--- config.mk ---
export PLATFORM = sky130hd
export DESIGN_NAME = mem_bus_arbiter
export DESIGN_NICKNAME = d
export VERILOG_FILES = /design/src/rtl/mem_bus_arbiter_pkg.sv /design/src/rtl/mem_bus_arbiter.sv
export SDC_FILE = /design/constraint.sdc
export NUM_CORES = 1
export LEC_CHECK = 0
export CAP_MARGIN = 20
export CORE_MARGIN = 8
export CORE_UTILIZATION = 30
export DETAILED_ROUTE_END_ITERATION = 16
export PLACE_DENSITY = 0.75
export SYNTH_ARGS = -nofsm -noshare
export SYNTH_HDL_FRONTEND = slang
export SYNTH_SLANG_ARGS = --single-unit
--- constraint.sdc ---
create_clock -name clk -period 1.29 [get_ports clk]
set_input_delay 0.258 -clock clk [delete_from_list [all_inputs] [get_ports clk]]
set_output_delay 0.258 -clock clk [all_outputs]
set_load 0.05 [all_outputs]
--- src/rtl/mem_bus_arbiter_pkg.sv ---
// Shared memory-interface types: word/bus request structs, size codes, arbiter FSM enums.
// Latency: n/a (types and constants only).
// Backpressure: n/a.
package mem_bus_arbiter_pkg;

  typedef logic [31:0] word_t;

  // Generic read / write request shapes used by the datapath memory ports.
  typedef struct packed {
    logic  req;
    word_t addr;
  } m_r_t;

  typedef struct packed {
    logic       req;
    logic [1:0] size;
    word_t      addr;
    word_t      wdata;
  } m_w_t;

  // Access size codes carried on bus_size.
  localparam logic [1:0] MSIZE_BYTE = 2'd0;
  localparam logic [1:0] MSIZE_HALF = 2'd1;
  localparam logic [1:0] MSIZE_WORD = 2'd2;

  typedef enum logic [1:0] {
    ARB_IDLE = 2'd0,
    ARB_ADDR = 2'd1,
    ARB_DATA = 2'd2
  } arb_state_t;

  typedef enum logic [1:0] {
    OWN_NONE = 2'd0,
    OWN_INST = 2'd1,
    OWN_DATA = 2'd2
  } arb_owner_t;

  // Request latched at grant time and driven onto the bus until completion.
  typedef struct packed {
    logic       wr;
    logic [1:0] size;
    word_t      addr;
    word_t      wdata;
  } bus_req_t;

endpackage

--- src/rtl/mem_bus_arbiter.sv ---
// Shares one SRAM-like bus between fetch (inst reads) and memory stage (data rd/wr), one transaction at a time.
// Latency: bus_req the cycle after a request is seen; x_data_ok is combinational with bus_data_ok.
// Backpressure: requesters hold req until their data_ok; a waiting request is held off until the bus is free.
//
// Ports:
//   clk, resetn                         clock, async active-low reset
//   i_req/i_addr -> i_rdata/i_data_ok   fetch port (read-only, word size)
//   d_req/d_wr/d_size/d_addr/d_wdata    memory-stage port
//     -> d_rdata/d_data_ok
//   bus_req/bus_wr/bus_size/bus_addr/bus_wdata -> external bus, driven from the latched request
//   bus_addr_ok/bus_data_ok/bus_rdata   <- external bus handshake and read data
module mem_bus_arbiter
  import mem_bus_arbiter_pkg::*;
#(
  parameter bit DATA_FIRST = 1'b1
) (
  input  logic        clk,
  input  logic        resetn,
  input  logic        i_req,
  input  logic [31:0] i_addr,
  output logic [31:0] i_rdata,
  output logic        i_data_ok,
  input  logic        d_req,
  input  logic        d_wr,
  input  logic [1:0]  d_size,
  input  logic [31:0] d_addr,
  input  logic [31:0] d_wdata,
  output logic [31:0] d_rdata,
  output logic        d_data_ok,
  output logic        bus_req,
  output logic        bus_wr,
  output logic [1:0]  bus_size,
  output logic [31:0] bus_addr,
  output logic [31:0] bus_wdata,
  input  logic        bus_addr_ok,
  input  logic        bus_data_ok,
  input  logic [31:0] bus_rdata
);

  arb_state_t state_q;
  arb_owner_t owner_q;
  bus_req_t   breq_q;

  logic grant_d;
  logic done;

  // Data wins a tie only when DATA_FIRST is set; otherwise it needs fetch idle.
  assign grant_d = d_req & (DATA_FIRST | ~i_req);

  // Transaction completes either on a same-cycle addr_ok+data_ok or on data_ok in DATA.
  assign done = ((state_q == ARB_ADDR) & bus_addr_ok & bus_data_ok) |
                ((state_q == ARB_DATA) & bus_data_ok);

  always_ff @(posedge clk or negedge resetn) begin
    if (!resetn) begin
      state_q <= ARB_IDLE;
      owner_q <= OWN_NONE;
      breq_q  <= '0;
    end else begin
      case (state_q)
        ARB_IDLE: begin
          if (grant_d) begin
            breq_q.wr    <= d_wr;
            breq_q.size  <= d_size;
            breq_q.addr  <= d_addr;
            breq_q.wdata <= d_wdata;
            owner_q      <= OWN_DATA;
            state_q      <= ARB_ADDR;
          end else if (i_req) begin
            // Fetch is always a word read; wdata is irrelevant for reads.
            breq_q.wr    <= 1'b0;
            breq_q.size  <= MSIZE_WORD;
            breq_q.addr  <= i_addr;
            breq_q.wdata <= '0;
            owner_q      <= OWN_INST;
            state_q      <= ARB_ADDR;
          end
        end
        ARB_ADDR: begin
          if (bus_addr_ok) begin
            if (bus_data_ok) begin
              owner_q <= OWN_NONE;
              state_q <= ARB_IDLE;
            end else begin
              state_q <= ARB_DATA;
            end
          end
        end
        ARB_DATA: begin
          if (bus_data_ok) begin
            owner_q <= OWN_NONE;
            state_q <= ARB_IDLE;
          end
        end
        default: begin
          owner_q <= OWN_NONE;
          state_q <= ARB_IDLE;
        end
      endcase
    end
  end

  // Pure decode of registered state, so bus_req cannot glitch.
  assign bus_req   = (state_q == ARB_ADDR);
  assign bus_wr    = breq_q.wr;
  assign bus_size  = breq_q.size;
  assign bus_addr  = breq_q.addr;
  assign bus_wdata = breq_q.wdata;

  assign i_data_ok = done & (owner_q == OWN_INST);
  assign d_data_ok = done & (owner_q == OWN_DATA);
  assign i_rdata   = bus_rdata;
  assign d_rdata   = bus_rdata;

endmodule
==> key figures, run 1 <==
Yosys
  – Syn Area/Cell: 11.1 µm²
  – Post-Syn Instances: 313
  – Synth warnings: 0
  – Sequential-to-total area share from yosys stat: 51.2%
  – Post-synthesis net count: 453
  – #FFs+latches synth: 71
  – Synthesized area: 3470 µm²
  – Post-synth cell types: 24

Final layout
  – Reg area: 1780 µm²
  – Non-Filler Instances: 593
  – Fillers: 938
  – Final instance area: 6290 µm²
  – Ant. Diodes: 0
  – Most frequent cells in the layout: clkdlybuf4s50_1, buf_12, dfrtp_1
  – Commonest non-fill, non-tap cell in the layout: clkdlybuf4s50_1
  – # nets final: 585
  – Area delta synth->final: 81.2%
  – Layout cells sized above 1: 28.2%
  – Area of the multi-input gates: 1140 µm²

Route
  – Vias: 2,775
  – Initial DRC count: 118
  – Vias per cell: 4.68
  – Average wire per standard cell: 18.3 µm
  – Post-Route WL: 10,900 µm
  – DRC Markers: 0
  – Post-route ant nets: 0
  – Pre-Repair DR Iteration Count: 4

Job
  – Max Cap Violations: 0

STA
  – Final setup violation count: 74
  – Layout Skew: 3.23 ps
  – Crit share post-route: 141%
  – Worst-Margin Slew: 380 ps
  – Highest Clock Rate: 0.548 GHz
  – Final hold violations: 0
  – Final setup margin: -535 ps
  – Final slew viol count: 0
  – Relative slew slack: 74.7%
  – RSZ-0062 raised after global routing: true
  – Fin crit period: 1830 ps

Clock network
  – CTS tree: yes
  – CTS buffer count: 9
  – Clock Sinks: 71
  – Clock buffer depth: 2
  – Reg clk slew, reported paths: 50 ps
  – CTS root buf: clkbuf_16
  – Number of H-tree levels: 3
  – Clk Latency, worst-skew pair: 320 ps

Global route
  – Initial antenna violation count: 0
  – Largest net degree at the start of global routing: 72
  – Total GRT Usage: 14.2%
  – Vias in the first global route: 3,164
  – GR Overflow Total: 0
  – First-pass GRT wire length: 16,700 µm

Worst setup path
  – Crit. End Element: output port
  – Critical Path Start: state_q[0]
  – Crit. path cell count: 6
  – R2r startpoint: state_q[0]
  – Worst R2R End: state_q[0]
  – Crit path launch type: flop
  – Reg2Reg Depth: 9
  – Crit path to: d_data_ok
  – CP top delay family: flip-flops
  – Slowest stage delay, CP: 400 ps
  – Critical path arrival: 1570 ps
  – CP Buf/Inv Count: 2
  – Reg2reg setup slack: -440 ps
  – CP max stage cell: dfrtp_1
  – Max FO, Critical Path: 3
  – Critical path required time: 1030 ps
  – Crit path cell chain: buf_6 > ha_4 > a21o_1 > nand2_2 > nor3b_4 > buf_12
  – WS Path Type: flop to output port

Floorplan
  – Boundary Pins: 271
  – Starting Density: 30.5%
  – Die ar.: 15,300 µm²
  – Die width: 124 µm
  – Core area: 11,400 µm²
  – Rows: 39
  – Die H: 124 µm

Place
  – DP Cell Count: 561
  – Dpl cell area: 5710 µm²
  – HPWL after DPL: 7970 µm
  – Routability cong.: 0.767
  – IO Port Bufs: 174

Status
  – Status: finished with violations
  – Failing checks: setup timing

Power
  – Peak supply drop: 1.54 mV
  – Power Total: 18.2 mW
  – Leak pwr: 2.84 nW
  – PD cells: 2890 nW/µm²

Worst hold path
  – Hold WC Path Type: primary input to flop
  – Worst Min Path Start: d_req
==> logic make-up after synthesis <==
family | synth area share, %
DFF | 51.2
adders and majority gates | 1.08
buffers and inverters | 17.3
muxes | 9.51
and+or+nand+nor | 5.19
AOI/OAI and AO/OA | 15.8
==> how the worst min path moves through the flow <==
stage          slack (ps)  cells past startpoint             to
4_1_cts               380                      3    bus_addr[5]
3_5_place_dp          300                      2   bus_addr[10]
3_3_place_gp          300                      2  bus_wdata[11]
5_1_grt               420                      3    bus_addr[7]
6_report              380                      3    bus_addr[5]
2_1_floorplan         -40                      0    bus_addr[0]
==> what timing repair did <==
action / in CTS / in global routing
hold buffers: 1 / 0
gates cloned: 4 / 0
setup buffers: 10 / 2
gates resized for setup: 15 / 4
endpoints found under the hold margin: 71 / 0
setup endpoints to repair: 74 / 74
pin swaps: 1 / 1
==> Yosys cell counts (all sizes together) <==
library cell  instances  area, µm²
nor3b                 1       7.51
nor2b                 1       6.26
a22o                 34        298
a21oi                 1       5.00
o21ai                35        186
mux2i                33        330
nor2                  1       3.75
buf                  80        569
o211ai                2       25.0
clkbuf                2       7.51
nand2                34        128
or3b                  1       11.3
nor3                  1       5.00
and2                  1       6.26
nand2b                2       12.5
inv                   6       22.5
dfrtp                71       1780
a2bb2oi               1       8.76
ha                    3       37.5
o2bb2ai               2       17.5
a21o                  1       7.51
==> per-stage QoR <==
step	hold WS, ps	setup WS (ps)	util [%]	TNS, ps
final	381	-535	55.3	-26200
after global routing	422	-605	55.3	-31260
after CTS	376	-547	55.3	-24490
after detailed placement	305	-309	50.2	-15620
after global placement	296	-310	50.2	-12310
after floorplan	-37.6	-368	-	-6300
==> power by group <==
group          total (mW)  switching [mW]  leakage (nW)  internal, mW
sequential           4.34            1.10         0.887          3.24
combinational        11.0            5.49          1.78          5.55
clock                2.81           0.909         0.169          1.91
==> sequential cells by signal, summed over array words and instances (netlist names) <==
register and cells:
bus_wdata 32, bus_size 2, state_q 2, bus_wr 1
bus_addr 32, owner_q 2
==> worst reg2reg max path, stage by stage, from the launching register on <==
cell       delay (ps)
dfrtp_1           410
buf_6             140
ha_4              150
buf_4             130
buf_6             100
buf_6             110
buf_4             120
nand2b_1          150
o211ai_2          150
o2bb2ai_1         150
==> metal layers <==
| metal | share of wire, % | vias up | track usage, % |
|---|---|---|---|
| met3 | 14 | 43 | 7.30 |
| met4 | 2.7 | 0 | 7.22 |
| met5 | 0 | - | 0 |
| met2 | 48 | 155 | 23.5 |
| met1 | 35 | 1293 | 14.7 |
| li1 | - | 1284 | - |
==> cell type report <==
type	count	area share (%)
clock buffers	14	4.51
inverters	6	0.358
clock inverters	2	0.955
repair buffers	203	45.0
well taps	143	2.84
flip-flops and latches	71	28.2
multi-input cells	154	18.1
Note: power is estimated with default switching activity, not from simulation.
==> run 2: changes to the inputs <==
- CELL_PAD_IN_SITES_DETAIL_PLACEMENT: not set -> 0
- CELL_PAD_IN_SITES_GLOBAL_PLACEMENT: not set -> 1
- CORE_UTILIZATION: 30 -> 21
- PLACE_DENSITY: 0.75 -> 0.74
==> key figures, run 2 (same netlist as run 1, synthesis figures left out) <==
Status
  – Status: finished with violations
  – Failing checks: setup timing

Final layout
  – # nets final: 599 (+2.4%)
  – Commonest non-fill, non-tap cell in the layout: clkdlybuf4s50_1
  – Layout cells sized above 1: 41.8% (+14 points)
  – Ant. Diodes: 0 (unchanged)
  – Area delta synth->final: 101%
  – Most frequent cells in the layout: clkdlybuf4s50_1, buf_12, dfrtp_1

Route
  – Initial DRC count: 51 (-57%)
  – Average wire per standard cell: 19.1 µm (+4.0%)
  – Post-route ant nets: 0 (unchanged)
  – Pre-Repair DR Iteration Count: 4 (unchanged)
  – DRC Markers: 0 (unchanged)
  – Vias per cell: 4.26 (-9.0%)
  – Post-Route WL: 13,000 µm (+20%)
  – Vias: 2,912 (+4.9%)

Floorplan
  – Rows: 47 (+21%)
  – Die H: 145 µm (+17%)
  – Die width: 145 µm (+17%)
  – Boundary Pins: 271 (unchanged)
  – Core area: 16,300 µm² (+44%)
  – Starting Density: 21.2% (-9.3 points)
  – Die ar.: 20,900 µm² (+37%)

Worst setup path
  – Critical Path Start: state_q[0]
  – Critical path arrival: 1580 ps (about the same)
  – Reg2reg setup slack: -490 ps (-50 ps)
  – Critical path required time: 1030 ps (about the same)
  – R2r startpoint: state_q[0]
  – WS Path Type: flop to output port
  – Crit. End Element: output port
  – Max FO, Critical Path: 3 (unchanged)
  – Crit path launch type: flop

Clock network
  – Number of H-tree levels: 3 (unchanged)
  – Clock Sinks: 71 (unchanged)
  – Reg clk slew, reported paths: 60 ps (about the same)
  – CTS buffer count: 9 (unchanged)
  – Clk Latency, worst-skew pair: 340 ps (+20 ps)
  – Clock buffer depth: 2 (unchanged)
  – CTS root buf: clkbuf_16
  – CTS tree: yes

Global route
  – GR Util met3: 5.38% (-1.9 points)
  – Total GRT Usage: 12.4% (-1.9 points)
  – Met1 usage: 13.7% (-0.91 points)
  – Global routing's busiest layer: met2
  – GR Overflow Total: 0 (unchanged)
  – Largest net degree at the start of global routing: 72 (unchanged)
  – Initial antenna violation count: 0 (unchanged)
  – Vias in the first global route: 3,241 (+2.4%)
  – Met2 Use GR: 20.3% (-3.2 points)
  – First-pass GRT wire length: 19,200 µm (+15%)

STA
  – Final setup violation count: 74 (unchanged)
  – Crit share post-route: 143% (+1.1 points)
  – Final hold violations: 0 (unchanged)
  – Highest Clock Rate: 0.543 GHz (-0.80%)
  – Setup TNS: -29,890 ps (-3690 ps)
  – Worst Hold Slack: 305 ps (-76.2 ps)
  – RSZ-0062 raised after global routing: true
  – Relative slew slack: 72.9% (-1.8 points)
  – Worst-Margin Slew: 407 ps (+26.8 ps)
  – Layout Skew: 10.5 ps (+7.25 ps)
  – Fin crit period: 1840 ps (+14.7 ps)
  – Final slew viol count: 0 (unchanged)
  – Final setup margin: -550 ps (-14.7 ps)

Power
  – Comb pwr share: 64.2% (+3.5 points)
  – Cell internal pwr: 11.8 mW (+10%)
  – Power Total: 20.3 mW (+12%)
  – Peak supply drop: 1.21 mV (-21%)
  – Sw Share: 42.0% (+0.79 points)
  – Switch Pwr: 8.54 mW (+14%)
  – PD cells: 2910 nW/µm² (+0.64%)
  – Sequential share of power: 22.1% (-1.7 points)
  – Clk network pwr share: 13.6% (-1.9 points)
  – Leak pwr: 3.10 nW (+9.5%)

Place
  – IO Port Bufs: 174 (unchanged)
  – Place WS: -301 ps (+8.42 ps)
  – HPWL after DPL: 8180 µm (+2.6%)
  – Routability cong.: 0.784 (+2.2%)

Job
  – Max Cap Violations: 0 (unchanged)

Worst hold path
  – Worst Min Path Start: d_req
  – Hold WC Path Type: primary input to flop
## run 2: worst max-delay path: stages (launching register included)
cell and delay [ps]:
dfrtp_1 420, buf_6 130, ha_4 110, a21o_1 140
nand2_4 80, nor3_4 220, buf_12 160
## run 2: per-layer routing
layer	up-vias	wire [µm]
met3	39	1290
li1	1332	-
met4	0	273
met1	1402	4960
met2	139	6520
met5	-	0
## run 2: power by group through the flow
stage | logic [mW] | registers [mW] | clock network, mW
after global placement | 10.2 | 4.32 | 0
final | 13.1 | 4.50 | 2.77
after detailed placement | 10.3 | 4.38 | 0
after CTS | 12.9 | 4.45 | 2.87
after floorplan | 2.37 | 7.11 | 0
after global routing | 13.6 | 4.63 | 2.96
## run 2: final cells by class
type                            instances  area [µm²]
Timing Repair Buffer                  217        3180
Tap cell                              220         275
Inverter                                6        22.5
Multi-Input combinational cell        154        1400
Clock inverter                          5        80.1
Sequential cell                        71        1780
Clock buffer                           11         253
Fill cell                            1526        9370
## run 2: path summary, 6_finish.rpt
path	end	cells after the start
worst min register to register	bus_addr[9]	2
worst min-delay path	owner_q[1]	3
worst max-delay path	i_data_ok	6
min in group asynchronous	bus_wdata[31]	3
max in group asynchronous	bus_addr[8]	3
worst max register to register	bus_wdata[24]	10
## run 2: what timing repair did
action,CTS,global route
endpoints found under the hold margin,71,0
hold buffers,1,0
resized for setup,101,27
setup endpoints to repair,74,74
setup buffers,14,6
pin swaps,43,16
gates cloned,14,3
## run 2: per-stage QoR
step	instances	utilization [%]	cell area, µm²
6_report	684	42.7	6980
5_1_grt	684	42.7	6980
2_1_floorplan	313	-	3510
4_1_cts	681	42.0	6860
3_3_place_gp	637	35.5	5800
3_5_place_dp	637	35.5	5800
